**src/rtl/usb_rx_decoder.sv**
```systemverilog
// -----------------------------------------------------------------------------
// usb_rx_decoder
// Full-speed USB receive decoder.  Recovers bit timing from the oversampled
// D+/D- lines, NRZI-decodes each bit, strips stuff bits, assembles bytes
// LSB-first and frames packets between SYNC and EOP.
//
// Ports
//   USB_Clk      in   48 MHz receive clock, rising edge
//   Reset        in   synchronous active-high reset
//   DP, DN       in   line samples, already synchronised to USB_Clk
//   Data         out  received byte, meaningful while Data_Valid=1
//   Data_Valid   out  one-cycle strobe per assembled byte
//   Packet_Start out  one-cycle strobe when SYNC completes
//   Packet_End   out  one-cycle strobe when EOP or abort recovery completes
//   Error        out  one-cycle strobe on stuff, SE1 or partial-byte error
//   Active       out  high from Packet_Start through Packet_End inclusive
// -----------------------------------------------------------------------------
module usb_rx_decoder #(
   parameter int OVERSAMPLE = 4
) (
   input  logic       USB_Clk,
   input  logic       Reset,
   input  logic       DP,
   input  logic       DN,
   output logic [7:0] Data,
   output logic       Data_Valid,
   output logic       Packet_Start,
   output logic       Packet_End,
   output logic       Error,
   output logic       Active
);

   localparam int PHASE_W = $clog2(OVERSAMPLE);
   // Mid-bit sample point: the line has been stable for three cycles here.
   localparam logic [PHASE_W-1:0] SAMPLE_PHASE = PHASE_W'(OVERSAMPLE / 2);

   // Line states as {DP, DN}
   localparam logic [1:0] LS_SE0 = 2'b00;
   localparam logic [1:0] LS_K   = 2'b01;
   localparam logic [1:0] LS_J   = 2'b10;
   localparam logic [1:0] LS_SE1 = 2'b11;

   typedef enum logic [2:0] {
      ST_IDLE  = 3'd0,
      ST_SYNC  = 3'd1,
      ST_DATA  = 3'd2,
      ST_EOP   = 3'd3,
      ST_ABORT = 3'd4
   } state_e;

   // ---------------------------------------------------------------------
   // Registers
   // ---------------------------------------------------------------------
   state_e              state_q;
   logic [PHASE_W-1:0]  phase_q;
   logic [1:0]          line_q;      // line state seen on the previous cycle
   logic [1:0]          prev_q;      // previous sampled J/K, NRZI reference
   logic [2:0]          zero_cnt_q;  // SYNC zeros, saturating
   logic [2:0]          ones_cnt_q;  // consecutive data ones for destuffing
   logic [2:0]          bit_cnt_q;   // data bits of the current byte
   logic [6:0]          shift_q;     // first seven bits of the byte, LSB at [0] when full
   logic                eop_err_q;   // EOP arrived on a partial byte
   logic                seen_se0_q;  // ABORT has sampled SE0 at least once
   logic [7:0]          data_q;
   logic                data_valid_q;
   logic                pkt_start_q;
   logic                pkt_end_q;
   logic                error_q;
   logic                active_q;

   // ---------------------------------------------------------------------
   // Combinational decode of the current cycle
   // ---------------------------------------------------------------------
   logic [1:0]          line_s;
   logic [PHASE_W-1:0]  phase_d;
   logic                sample_s;
   logic                samp_j_s;
   logic                samp_k_s;
   logic                samp_se0_s;
   logic                se1_s;
   logic                dec_bit_s;

   // Line-state decode, bit-phase recovery and NRZI decode
   always_comb begin
      line_s = {DP, DN};
      // Any line transition re-aligns the bit phase; otherwise free-run and wrap.
      if (line_s != line_q) begin
         phase_d = '0;
      end else begin
         phase_d = phase_q + PHASE_W'(1);
      end
      sample_s   = (phase_d == SAMPLE_PHASE);
      samp_j_s   = sample_s && (line_s == LS_J);
      samp_k_s   = sample_s && (line_s == LS_K);
      samp_se0_s = sample_s && (line_s == LS_SE0);
      // SE1 is illegal on any cycle, not only at the sample point.
      se1_s      = (line_s == LS_SE1);
      // NRZI: no change from the previous sampled level means a 1.
      dec_bit_s  = (line_s == prev_q);
   end

   // Protocol FSM, bit/byte assembly and registered strobes
   always_ff @(posedge USB_Clk) begin
      if (Reset) begin
         state_q      <= ST_IDLE;
         phase_q      <= '0;
         line_q       <= LS_J;
         prev_q       <= LS_J;
         zero_cnt_q   <= 3'd0;
         ones_cnt_q   <= 3'd0;
         bit_cnt_q    <= 3'd0;
         shift_q      <= 7'h00;
         eop_err_q    <= 1'b0;
         seen_se0_q   <= 1'b0;
         data_q       <= 8'h00;
         data_valid_q <= 1'b0;
         pkt_start_q  <= 1'b0;
         pkt_end_q    <= 1'b0;
         error_q      <= 1'b0;
         active_q     <= 1'b0;
      end else begin
         phase_q      <= phase_d;
         line_q       <= line_s;
         data_valid_q <= 1'b0;
         pkt_start_q  <= 1'b0;
         pkt_end_q    <= 1'b0;
         error_q      <= 1'b0;
         // Active drops the cycle after Packet_End has been shown.
         active_q     <= active_q & ~pkt_end_q;

         case (state_q)
            ST_IDLE: begin
               prev_q     <= LS_J;
               zero_cnt_q <= 3'd0;
               ones_cnt_q <= 3'd0;
               bit_cnt_q  <= 3'd0;
               // SE0 and SE1 are ignored here; only a K starts a SYNC.
               if (samp_k_s) begin
                  prev_q  <= LS_K;
                  state_q <= ST_SYNC;
               end
            end

            ST_SYNC: begin
               if (se1_s) begin
                  error_q    <= 1'b1;
                  seen_se0_q <= 1'b0;
                  state_q    <= ST_ABORT;
               end else if (samp_se0_s) begin
                  prev_q  <= LS_J;
                  state_q <= ST_IDLE;
               end else if (samp_j_s || samp_k_s) begin
                  prev_q <= line_s;
                  if (!dec_bit_s) begin
                     if (zero_cnt_q != 3'd7) begin
                        zero_cnt_q <= zero_cnt_q + 3'd1;
                     end
                  end else if (zero_cnt_q >= 3'd3) begin
                     ones_cnt_q  <= 3'd0;
                     bit_cnt_q   <= 3'd0;
                     pkt_start_q <= 1'b1;
                     active_q    <= 1'b1;
                     state_q     <= ST_DATA;
                  end else begin
                     // Too few alternations to be a real SYNC.
                     prev_q  <= LS_J;
                     state_q <= ST_IDLE;
                  end
               end
            end

            ST_DATA: begin
               if (se1_s) begin
                  error_q    <= 1'b1;
                  seen_se0_q <= 1'b0;
                  state_q    <= ST_ABORT;
               end else if (samp_se0_s) begin
                  eop_err_q <= (bit_cnt_q != 3'd0);
                  state_q   <= ST_EOP;
               end else if (samp_j_s || samp_k_s) begin
                  prev_q <= line_s;
                  if (ones_cnt_q == 3'd6) begin
                     // Bit after six ones must be a stuffed 0.
                     if (dec_bit_s) begin
                        error_q    <= 1'b1;
                        seen_se0_q <= 1'b0;
                        state_q    <= ST_ABORT;
                     end else begin
                        ones_cnt_q <= 3'd0;
                     end
                  end else begin
                     ones_cnt_q <= dec_bit_s ? (ones_cnt_q + 3'd1) : 3'd0;
                     shift_q    <= {dec_bit_s, shift_q[6:1]};
                     // 3-bit counter wraps to 0 after the eighth bit.
                     bit_cnt_q  <= bit_cnt_q + 3'd1;
                     if (bit_cnt_q == 3'd7) begin
                        data_q       <= {dec_bit_s, shift_q};
                        data_valid_q <= 1'b1;
                     end
                  end
               end
            end

            ST_EOP: begin
               if (se1_s) begin
                  error_q    <= 1'b1;
                  seen_se0_q <= 1'b0;
                  state_q    <= ST_ABORT;
               end else if (samp_j_s) begin
                  pkt_end_q <= 1'b1;
                  error_q   <= eop_err_q;
                  prev_q    <= LS_J;
                  state_q   <= ST_IDLE;
               end else if (samp_k_s) begin
                  error_q    <= 1'b1;
                  seen_se0_q <= 1'b0;
                  state_q    <= ST_ABORT;
               end
            end

            ST_ABORT: begin
               // Recover only on a J that follows an SE0 seen in this state.
               if (samp_se0_s) begin
                  seen_se0_q <= 1'b1;
               end else if (samp_j_s && seen_se0_q) begin
                  pkt_end_q <= 1'b1;
                  prev_q    <= LS_J;
                  state_q   <= ST_IDLE;
               end
            end

            default: begin
               prev_q  <= LS_J;
               state_q <= ST_IDLE;
            end
         endcase
      end
   end

   assign Data         = data_q;
   assign Data_Valid   = data_valid_q;
   assign Packet_Start = pkt_start_q;
   assign Packet_End   = pkt_end_q;
   assign Error        = error_q;
   assign Active       = active_q;

endmodule
```
**config.mk**
```make
export PLATFORM = sky130hd
export DESIGN_NAME = usb_rx_decoder
export DESIGN_NICKNAME = d
export VERILOG_FILES = /design/src/rtl/usb_rx_decoder.sv
export SDC_FILE = /design/constraint.sdc
export NUM_CORES = 1
export LEC_CHECK = 0
export ABC_AREA = 1
export CORE_UTILIZATION = 50
export DETAILED_ROUTE_END_ITERATION = 10
export DONT_BUFFER_PORTS = 1
export HOLD_SLACK_MARGIN = 0.12
export PLACE_DENSITY = 0.64
export SLEW_MARGIN = 10
export SYNTH_ARGS = -nofsm -noshare
export SYNTH_HDL_FRONTEND = slang
export SYNTH_SLANG_ARGS = --single-unit
```
**constraint.sdc**
```tcl
create_clock -name USB_Clk -period 2.3 [get_ports USB_Clk]
set_clock_uncertainty 0.15 [all_clocks]
set_input_delay 0.345 -clock USB_Clk [delete_from_list [all_inputs] [get_ports USB_Clk]]
set_output_delay 0.345 -clock USB_Clk [all_outputs]
set_load 0.02 [all_outputs]
```
Word level (Yosys, flattened, before mapping)
Cells that the tools add are included.

storage, ports and cells
  register bits after elaboration = 40
  output and inout port bits = 13
  logic and storage cells = 186

operators by class
  add/sub/neg operators = 4
  magnitude comparators = 1
  equality and inequality tests = 45
  mux-type cells = 89
  bitwise gates (word level) = 9
  reduce and logical (&&, ||, !) cells = 22

operators by type and width
  kind                   count
  $mux W3                35
  $ne A2 B2 Y1 const B   18
  $mux W1                31
  $mux W2                15
  $ne A3 B3 Y1 const B   9
  $reduce_and A9 Y1      3
  $ne A4 B4 Y1 const B   6
  $reduce_and A10 Y1     2
  $pmux W3 S3            2
  $pmux W3 S5            1
  $reduce_and A6 Y1      2
  $reduce_or A6 Y1       2
  $pmux W2 S5            1
  $add A3 B1 Y3 const B  3
  $eq A3 B3 Y1 const B   3
  $not A1 Y1             8
  $eq A2 B2 Y1 const B   3
  $eq A3 B2 Y1 const B   2
  $pmux W3 S2            1
  $reduce_bool A3 Y1     2
  $reduce_and A5 Y1      1
  $logic_and A1 B1 Y1    4
  $pmux W1 S4            1
  $reduce_bool A4 Y1     1
  14 further kinds       14

Logic depth before layout (Yosys ltp)
  depth after elaboration = 9
  gate-level depth with buffers = 14
  mapped depth without buffers = 13

Worst setup path before layout
No wires, ideal clock.

  kind = reg-to-reg
  from = register zero_cnt_q[0]
  to = register ones_cnt_q[0]
  library setup time = 112 ps
  arrival = 1,427 ps
  required time = 2,038 ps
  path slack = 611 ps
  stages on the path, launching flop included = 10
  buffers on the path = 0
  period minus slack after synthesis = 1,689 ps
  cells stage by stage = dfxtp_1 -> ha_1 -> ha_1 -> nor2_1 -> nand2_1 -> o21ai_0 -> nor3_2 -> and2_4 -> nor2_1 -> nor2_2

on the way
  word-level cells in the longest chain between the ends = 3

RTL lines
  element                              RTL line  source
  start: declaration                   58        logic [2:0] zero_cnt_q;
  start signal: assignment             156       zero_cnt_q <= zero_cnt_q + 3'd1;
  $ge A3 B2 Y1                         158       end else if (zero_cnt_q >= 3'd3) begin
  $ne A2 B2 Y1 (no source line)        --
  $reduce_and A10 Y1 (no source line)  --
  end signal: assignment               192       ones_cnt_q <= dec_bit_s ? (ones_cnt_q + 3'd1) : 3'd0;
  end: declaration                     59        logic [2:0] ones_cnt_q;

Every way passes these cells.
A chain may end at the register's enable or synchronous reset.

Worst setup path in the final report
  from = input DP
  to = register state_q[0]

on the way
  word-level cells in the longest chain between the ends = 7

RTL lines
  element                                                                   RTL line    source
  start: declaration                                                        23          input logic DP,
  $ne A2 B2 Y1                                                              87          if (line_s != line_q) begin
  $mux W2                                                                   87
  $eq A2 B2 Y1                                                              92          sample_s = (phase_d == SAMPLE_PHASE);
  $logic_and A1 B1 Y1 (on tied branches)                                    93, 94, 95
  $logic_or A1 B1 Y1 (tied with other cells)                                152, 180
  $ne A4 B4 Y1 (no source line) (tied with other cells)                     --
  $reduce_and A9 Y1 (no source line) / $pmux W3 S5 (equally long branches)  --
  end signal: assignment                                                    151         state_q <= ST_IDLE;
  end signal: assignment                                                    179         state_q <= ST_EOP;
  end signal: assignment                                                    187         state_q <= ST_ABORT;
  end: declaration                                                          54          state_e state_q;

Parallel ways exist; a longest one is shown, timed or not.

==> out/results.ini <==
[sta]
unrepaired_setup_endpoints_after_global_routing=false
setup_viol_count_final=0
hold_violations=0
maxSlewHeadroom_pct=60.3
slew_viol_final=0
fin_setup_tns_ns=0
finalCriticalPeriod_ns=2.03
max_freq_ghz=0.493
period_share_pct=88.2
setup_slack_ns=0.271
tightestPinTransition_ns=0.595

[route]
detail-route-antenna-nets=0
number_of_search_and_repair_iterations_in_the_first_detailed_routing_pass=4
drt-vias-per-instance=5.21
drt-wirelength-per-cell_um=12.7
dr_total_vias=1979
drt_drc_violations_left=0
dr.first_iter.drc_count=148
drt-total-wl_um=4830

[setup_path]
timing.critical_path.slowest_stage_cell=sky130_fd_sc_hd__dlygate4sd3_1
timing.rr.end=ones_cnt_q[2]
worstRegToRegCells=9
critPathKind=in2reg
crit_chain=dlygate4sd3_1 -> inv_6 -> nand2_1 -> nand2_1 -> nor2_2 -> nor2_1 -> a21oi_1 -> nand3_1 -> nand2_1 -> a21oi_1 -> nor2_1
critical-path-top-delay-family=simple AND/OR/NAND/NOR gates
arrival_ns=2.08
critical_path.endpoint_type=flop
worst_r2r_startpoint=zero_cnt_q[0]
cp_data_required_time_ns=2.35
startpoint_types=input pin
critical_path.max_stage_delay_ns=0.59
critPathMaxFanout=10
cp_common_cell=sky130_fd_sc_hd__nand2_1
worst-r2r-setup-slack_ns=0.36
cp.buffers_inverters=2

[layout]
layout.filler_cells=420
multi_input_comb_area_um2=1290
nNetsFinal=339
final-seq-area_um2=801
antenna-diode-count=0
syn2layout_area_growth_pct=8.18
post_route_cells_drive_above_1_share_pct=15.2

[power_and_ir_drop]
p_leak_uw=0.00119
p_sw_uw=1240
vdd_drop_max_uv=521
netSwitchingFraction_pct=43.1
cellPowerDensity_nw_per_um2=1160
register_share_of_total_power_pct=31.3
cell_internal_pwr_uw=1630
pwr-share-clk_pct=21.0
power_frac_comb_pct=47.6

[placement]
buffer_ports.inserted=0
gp_congestion=0.918
post-dp-hpwl_um=3520
dp_slack_ns=0.385

[floorplanning]
chipWidth_um=69.7
die-height_um=69.7
dieArea_um2=4860
placementRows=24
design.portCount=17
core_area_um2=4380
initial_core_util_pct=52.3

[cts]
cts_htree_levels=2
clock_tree_from_tritoncts=yes
cts_repair_resized_insts=0
cts_sink_count=40
clkSlewWorstSetupHoldPaths_ns=0.09
clk-insertion-delay-late_ns=0.30
cts.repair_timing.setup_buffer_count=0
root_buffer=sky130_fd_sc_hd__clkbuf_8
max-clock-path-buffers=2
tritoncts_buffers=5

[synth]
postSynthRegisterBits=40
ys_dominant_reg_cell=sky130_fd_sc_hd__dfxtp_1
synth_sequential_area_ratio_pct=34.9
synth_enable_flop_cells=0
synthesized_netlist_net_count=333
netlist_area_before_placement_um2=2290
postSynthCellCount=321
synth.avg_cell_area_um2=7.14
synth.top_cell.area_share_pct=34.9
synth_warnings=0
synthTopCellsByArea=sky130_fd_sc_hd__dfxtp_1 (35%), sky130_fd_sc_hd__nand2_1 (12%), sky130_fd_sc_hd__nor2_1 (7.5%)
yosys.cell_count.top_type=sky130_fd_sc_hd__nand2_1
post_synthesis_async_set_or_reset_flop_share_pct=0
synthDominantAreaCellType=sky130_fd_sc_hd__dfxtp_1
post_synth_num_cell_types=38
synth_commonest_cells=sky130_fd_sc_hd__nand2_1 (74), sky130_fd_sc_hd__nor2_1 (46), sky130_fd_sc_hd__dfxtp_1 (40)

[min_path]
hold-path-endpoint=prev_q[1]
hold_path_class=in2reg
worstHoldStart=DP
hold-path-cell-count=4

[global_route]
first_global_vias=1765
grt.total_usage_pct=21.4
globalRoute.totalOverflow=0
antenna_violations_before_repair=0
grt_start_max_net_pins=20
grt_first_pass_wirelength_um=8110

[outcome]
status=finished, final reports clean

[run]
drv.max_cap_violation_count=0

[cell type report]
class	count	area share (%)
clock buffers	5	2.77
clock inverters	3	1.92
inverters	40	6.56
multi-input cells	235	52.0
flip-flops and latches	40	32.3
well taps	52	2.62
repair buffers	5	1.82
[cells by family (layout without fill, tap and decap cells)]
logic type | Yosys count | count (layout) | synth area share (%)
AND/OR/NAND/NOR | 191 | 191 | 42.4
buffers and inverters | 46 | 53 | 8.78
flip-flops | 40 | 40 | 34.9
AO/OA/AOI/OAI | 33 | 33 | 8.40
adder cells (fa/ha/maj) | 8 | 8 | 4.36
XOR/XNOR | 3 | 3 | 1.15
[worst min-delay path: stages]
cell	delay, ns
sky130_fd_sc_hd__a21oi_1	0.04
sky130_fd_sc_hd__nand3_1	0.10
sky130_fd_sc_hd__nand3_1	0.10
sky130_fd_sc_hd__nand3_1	0.08
[routing by layer]
layer | vias to the layer above | global-route usage, % | wire (µm)
li1 | 1033 | - | -
met1 | 880 | 28.4 | 2250
met2 | 61 | 33.9 | 2150
met3 | 5 | 5.67 | 373
met4 | 0 | 6.67 | 53
met5 | - | 0 | 0
[per-stage QoR]
stage | utilization (%) | power, µW | hold slack, ns | std cells | cell area, µm²
final | 56.6 | 2870 | 0.245 | 380 | 2480
after global placement | 53.3 | 2260 | 0.267 | 369 | 2330
after CTS | 56.6 | 2880 | 0.216 | 380 | 2480
after global routing | 56.6 | 3130 | 0.263 | 380 | 2480
after detailed placement | 53.3 | 2260 | 0.268 | 369 | 2330
after floorplan | - | 2030 | 0.279 | 321 | 2290
[registers in the layout, indices dropped and copies added, names as in the netlist]
register / flops
state_q: 3
bit_cnt_q: 3
line_q: 2
Active: 1
eop_err_q: 1
seen_se0_q: 1
Packet_End: 1
zero_cnt_q: 3
shift_q: 7
prev_q: 2
phase_q: 2
ones_cnt_q: 3
Packet_Start: 1
Data: 8
Error: 1
Data_Valid: 1
[power groups by stage]
stage	combinational, µW	clock (µW)	sequential [µW]
after global routing	1560	653	917
after global placement	1340	0	915
after CTS	1360	621	900
final	1370	603	899
after detailed placement	1350	0	916
after floorplan	1130	0	894
[worst max path at each step]
stage,endpoint,slack (ns),startpoint,cells after the start
after global routing,state_q[0],0.11,DP,12
final,state_q[0],0.27,DP,11
after global placement,ones_cnt_q[1],0.34,zero_cnt_q[0],9
after CTS,state_q[0],0.28,DP,11
after detailed placement,ones_cnt_q[2],0.39,zero_cnt_q[0],9
after floorplan,ones_cnt_q[0],0.61,zero_cnt_q[0],9
[what timing repair did]
| item | in CTS | in global routing |
|---|---|---|
| hold buffers | 3 | 0 |
| endpoints found under the hold margin | 10 | 0 |
| endpoints found under the setup margin | 0 | 0 |
[cell usage in the layout, fill, tap and decap left out, types with 2 or more instances in the layout]
cell	n
sky130_fd_sc_hd__nand4_1	5
sky130_fd_sc_hd__nand2_1	74
sky130_fd_sc_hd__buf_4	2
sky130_fd_sc_hd__o211ai_1	2
sky130_fd_sc_hd__clkinv_4	3
sky130_fd_sc_hd__clkbuf_8	5
sky130_fd_sc_hd__nor2_4	2
sky130_fd_sc_hd__nor2_8	3
sky130_fd_sc_hd__nand3_2	4
sky130_fd_sc_hd__nand3b_1	2
sky130_fd_sc_hd__inv_1	31
sky130_fd_sc_hd__dlygate4sd3_1	3
sky130_fd_sc_hd__nor3_1	3
sky130_fd_sc_hd__inv_2	6
sky130_fd_sc_hd__a21oi_1	16
sky130_fd_sc_hd__nand2_4	6
sky130_fd_sc_hd__dfxtp_1	40
sky130_fd_sc_hd__ha_1	8
sky130_fd_sc_hd__nand3_1	30
sky130_fd_sc_hd__o21ai_0	11
sky130_fd_sc_hd__nor2_2	7
sky130_fd_sc_hd__nand2_2	3
sky130_fd_sc_hd__xnor2_1	2
sky130_fd_sc_hd__nor2_1	46
No activity file was read; power rests on OpenSTA's default activity.
==> RTL change: new RTL, config.mk and constraints unchanged <==
Encoding of `state_e`: now one-hot (5 bits for 5 states).
--- a/src/rtl/usb_rx_decoder.sv
+++ b/src/rtl/usb_rx_decoder.sv
@@ -40,12 +40,12 @@
    localparam logic [1:0] LS_J   = 2'b10;
    localparam logic [1:0] LS_SE1 = 2'b11;
 
-   typedef enum logic [2:0] {
-      ST_IDLE  = 3'd0,
-      ST_SYNC  = 3'd1,
-      ST_DATA  = 3'd2,
-      ST_EOP   = 3'd3,
-      ST_ABORT = 3'd4
+   typedef enum logic [4:0] {
+      ST_IDLE  = 5'b00001,
+      ST_SYNC  = 5'b00010,
+      ST_DATA  = 5'b00100,
+      ST_EOP   = 5'b01000,
+      ST_ABORT = 5'b10000
    } state_e;
 
    // ---------------------------------------------------------------------
Function: same outputs for any inputs over 4 cycles, from zero or initial values and one cycle with Reset high; so few cycles prove little.
==> RTL change against the original RTL <==
  * First-iteration DRC count increased by 9.5%
  * Setup slack improved by 0.0044 ns
  * Sequential cell count increased by 2
  * Power is 16% lower
  * Worst hold slack lost 0.064 ns
  * Wire length shrank 0.31%
  * Fmax up 0.22%
  * Cell area unchanged
  * Area after synthesis rose by 0.98%
  * Critical endpoint is now Data[4]
  * Largest power group unchanged
==> RTL change: results (changes against the original RTL) <==
----------------------------------------------------
[Synth]
  Main synth FF type ... sky130_fd_sc_hd__dfxtp_1 (unchanged)
  Nets in the synthesized netlist ... 337 (was 333)
  Number of different library cells in the post-synthesis netlist ... 34 (was 38)
  Seq/Total Area, Yosys ... 0.363 (was 0.349)
  Dominant cells by area after synthesis ... sky130_fd_sc_hd__dfxtp_1, sky130_fd_sc_hd__nand2_1, sky130_fd_sc_hd__nor2_1 (unchanged)
  Top cells by count, synth ... sky130_fd_sc_hd__nand2_1, sky130_fd_sc_hd__nor2_1, sky130_fd_sc_hd__dfxtp_1 (unchanged)
  Cells after synthesis ... 325 (was 321)

[Pwr]
  Switching Share ... 0.413 (was 0.431)
  Combinational group share of total power ... 0.413 (was 0.476)
  Leakage power figure ... 1.19 nW (about the same)
  Worst-case vdd ir drop ... 0.507 mV (was 0.521 mV)
  Clock power frac ... 0.198 (was 0.210)

[Timing]
  Slew at the pin closest to its max-slew limit ... 0.759 ns (was 0.595 ns)

[Setup path]
  Maximum fanout along the worst path ... 9 (was 10)
  Depth of the worst register-to-register path ... 10 (was 9)
  Startpoint of the worst register-to-register path ... zero_cnt_q[0] (unchanged)
  Reg2Reg Capture Point ... bit_cnt_q[1] (was ones_cnt_q[2])

[Drt]
  DRT Wirelength ... 4810 um (was 4830 um)
  Pre-antenna DRT Iters ... 4 (unchanged)
  Violation count after the first detailed-route iteration ... 162 (was 148)
  Vias/cell ... 5.12 (was 5.21)

[Global route]
  Global-route usage over all layers ... 0.220 (was 0.214)
  Via count of the first global-routing pass ... 1,814 (was 1,765)
  Maximum number of pins on one net before global-route repair ... 26 (was 20)
  First-pass GRT wire length ... 8520 um (was 8110 um)

[Clock tree]
  Insertion delay to the later sink of the worst-skew pair ... 0.30 ns (about the same)
  Number of clock buffers inserted by TritonCTS ... 5 (unchanged)
  Postcts setup bufs ... 0 (unchanged)
  Bufs on Longest Clock Path ... 2 (unchanged)
  Clk root buf ... sky130_fd_sc_hd__clkbuf_8 (unchanged)

[Placed design]
  Routability cong. ... 0.861 (was 0.918)
  Dpl hpwl ... 3550 um (was 3520 um)
  Dpl cells ... 373 (was 369)

[Min path]
  Hold wc startpoint ... DN (was DP)
  Hold path endpoint ... prev_q[1] (unchanged)
  Count of cells along the worst hold path ... 3 (was 4)

[Layout]
  Fill cell total of the finished layout ... 439 (was 420)
  Number of cells in the finished layout apart from fillers ... 384 (was 380)
  Fraction of final layout cells sized beyond drive strength 1 ... 0.136 (was 0.152)

[Outcome]
  Result of the run ... finished, final reports clean (unchanged)

----------------------------------------------------
-- RTL change: cell count changes after synthesis, sizes merged, moves of 2 or more --
cell / change
dfxtp: +2
nand3: -8
nand4: +2
nor2: +6
nor3b: -2
o211ai: -2
o21ai: +8
xnor2: +2
-- RTL change: final cells by class --
type,instances,area share
repair buffers,5,0.0182
clock buffers,5,0.0277
well taps,52,0.0262
clock inverters,3,0.00857
flip-flops and latches,42,0.339
inverters,39,0.0615
multi-input cells,238,0.519
-- RTL change: cell families after synthesis --
family / count (synthesis) / synth area share
adder cells (fa/ha/maj): 8 / 0.0432
AO/OA/AOI/OAI: 39 / 0.0891
XOR/XNOR: 5 / 0.0189
flip-flops: 42 / 0.363
AND/OR/NAND/NOR: 186 / 0.405
buffers and inverters: 45 / 0.0810
-- RTL change: critical path, cell delays in order --
cell                            delay, ns
sky130_fd_sc_hd__dlygate4sd3_1       0.57
sky130_fd_sc_hd__inv_4               0.09
sky130_fd_sc_hd__nand2_1             0.05
sky130_fd_sc_hd__nand2_1             0.08
sky130_fd_sc_hd__nand4_2             0.22
sky130_fd_sc_hd__nand2_4             0.22
sky130_fd_sc_hd__nand2_8             0.10
sky130_fd_sc_hd__inv_4               0.11
sky130_fd_sc_hd__nand2_2             0.11
sky130_fd_sc_hd__nand3_1             0.09
sky130_fd_sc_hd__o21ai_1             0.08
-- RTL change: metrics by stage --
| step | setup slack (ns) | utilization | hold slack (ns) | power, mW | instance area [sq um] |
|---|---|---|---|---|---|
| 2_1_floorplan | 0.606 | - | 0.279 | 1.77 | 2320 |
| 3_3_place_gp | 0.398 | 0.535 | 0.266 | 1.95 | 2360 |
| 3_5_place_dp | 0.382 | 0.535 | 0.268 | 1.95 | 2360 |
| 4_1_cts | 0.290 | 0.562 | 0.171 | 2.44 | 2480 |
| 5_1_grt | 0.0858 | 0.562 | 0.232 | 2.68 | 2480 |
| 6_report | 0.276 | 0.562 | 0.181 | 2.42 | 2480 |
-- RTL change: per-layer routing --
layer / up-vias / wire [um] / GRT usage
met2: 40 / 2060 / 0.326
met4: 0 / 65 / 0.0733
li1: 1050 / - / -
met3: 4 / 241 / 0.0447
met1: 873 / 2450 / 0.317
met5: - / 0 / 0
-- RTL change: how the worst max path moves through the flow --
stage                   end          start  slack [ns]  depth (start not counted)
6_report            Data[4]             DP        0.28                         11
5_1_grt             Data[5]             DP        0.09                         11
4_1_cts             Data[4]             DP        0.29                         11
3_5_place_dp   bit_cnt_q[1]  zero_cnt_q[0]        0.38                         10
3_3_place_gp   bit_cnt_q[1]  zero_cnt_q[0]        0.40                         10
2_1_floorplan  bit_cnt_q[1]  zero_cnt_q[0]        0.61                         10
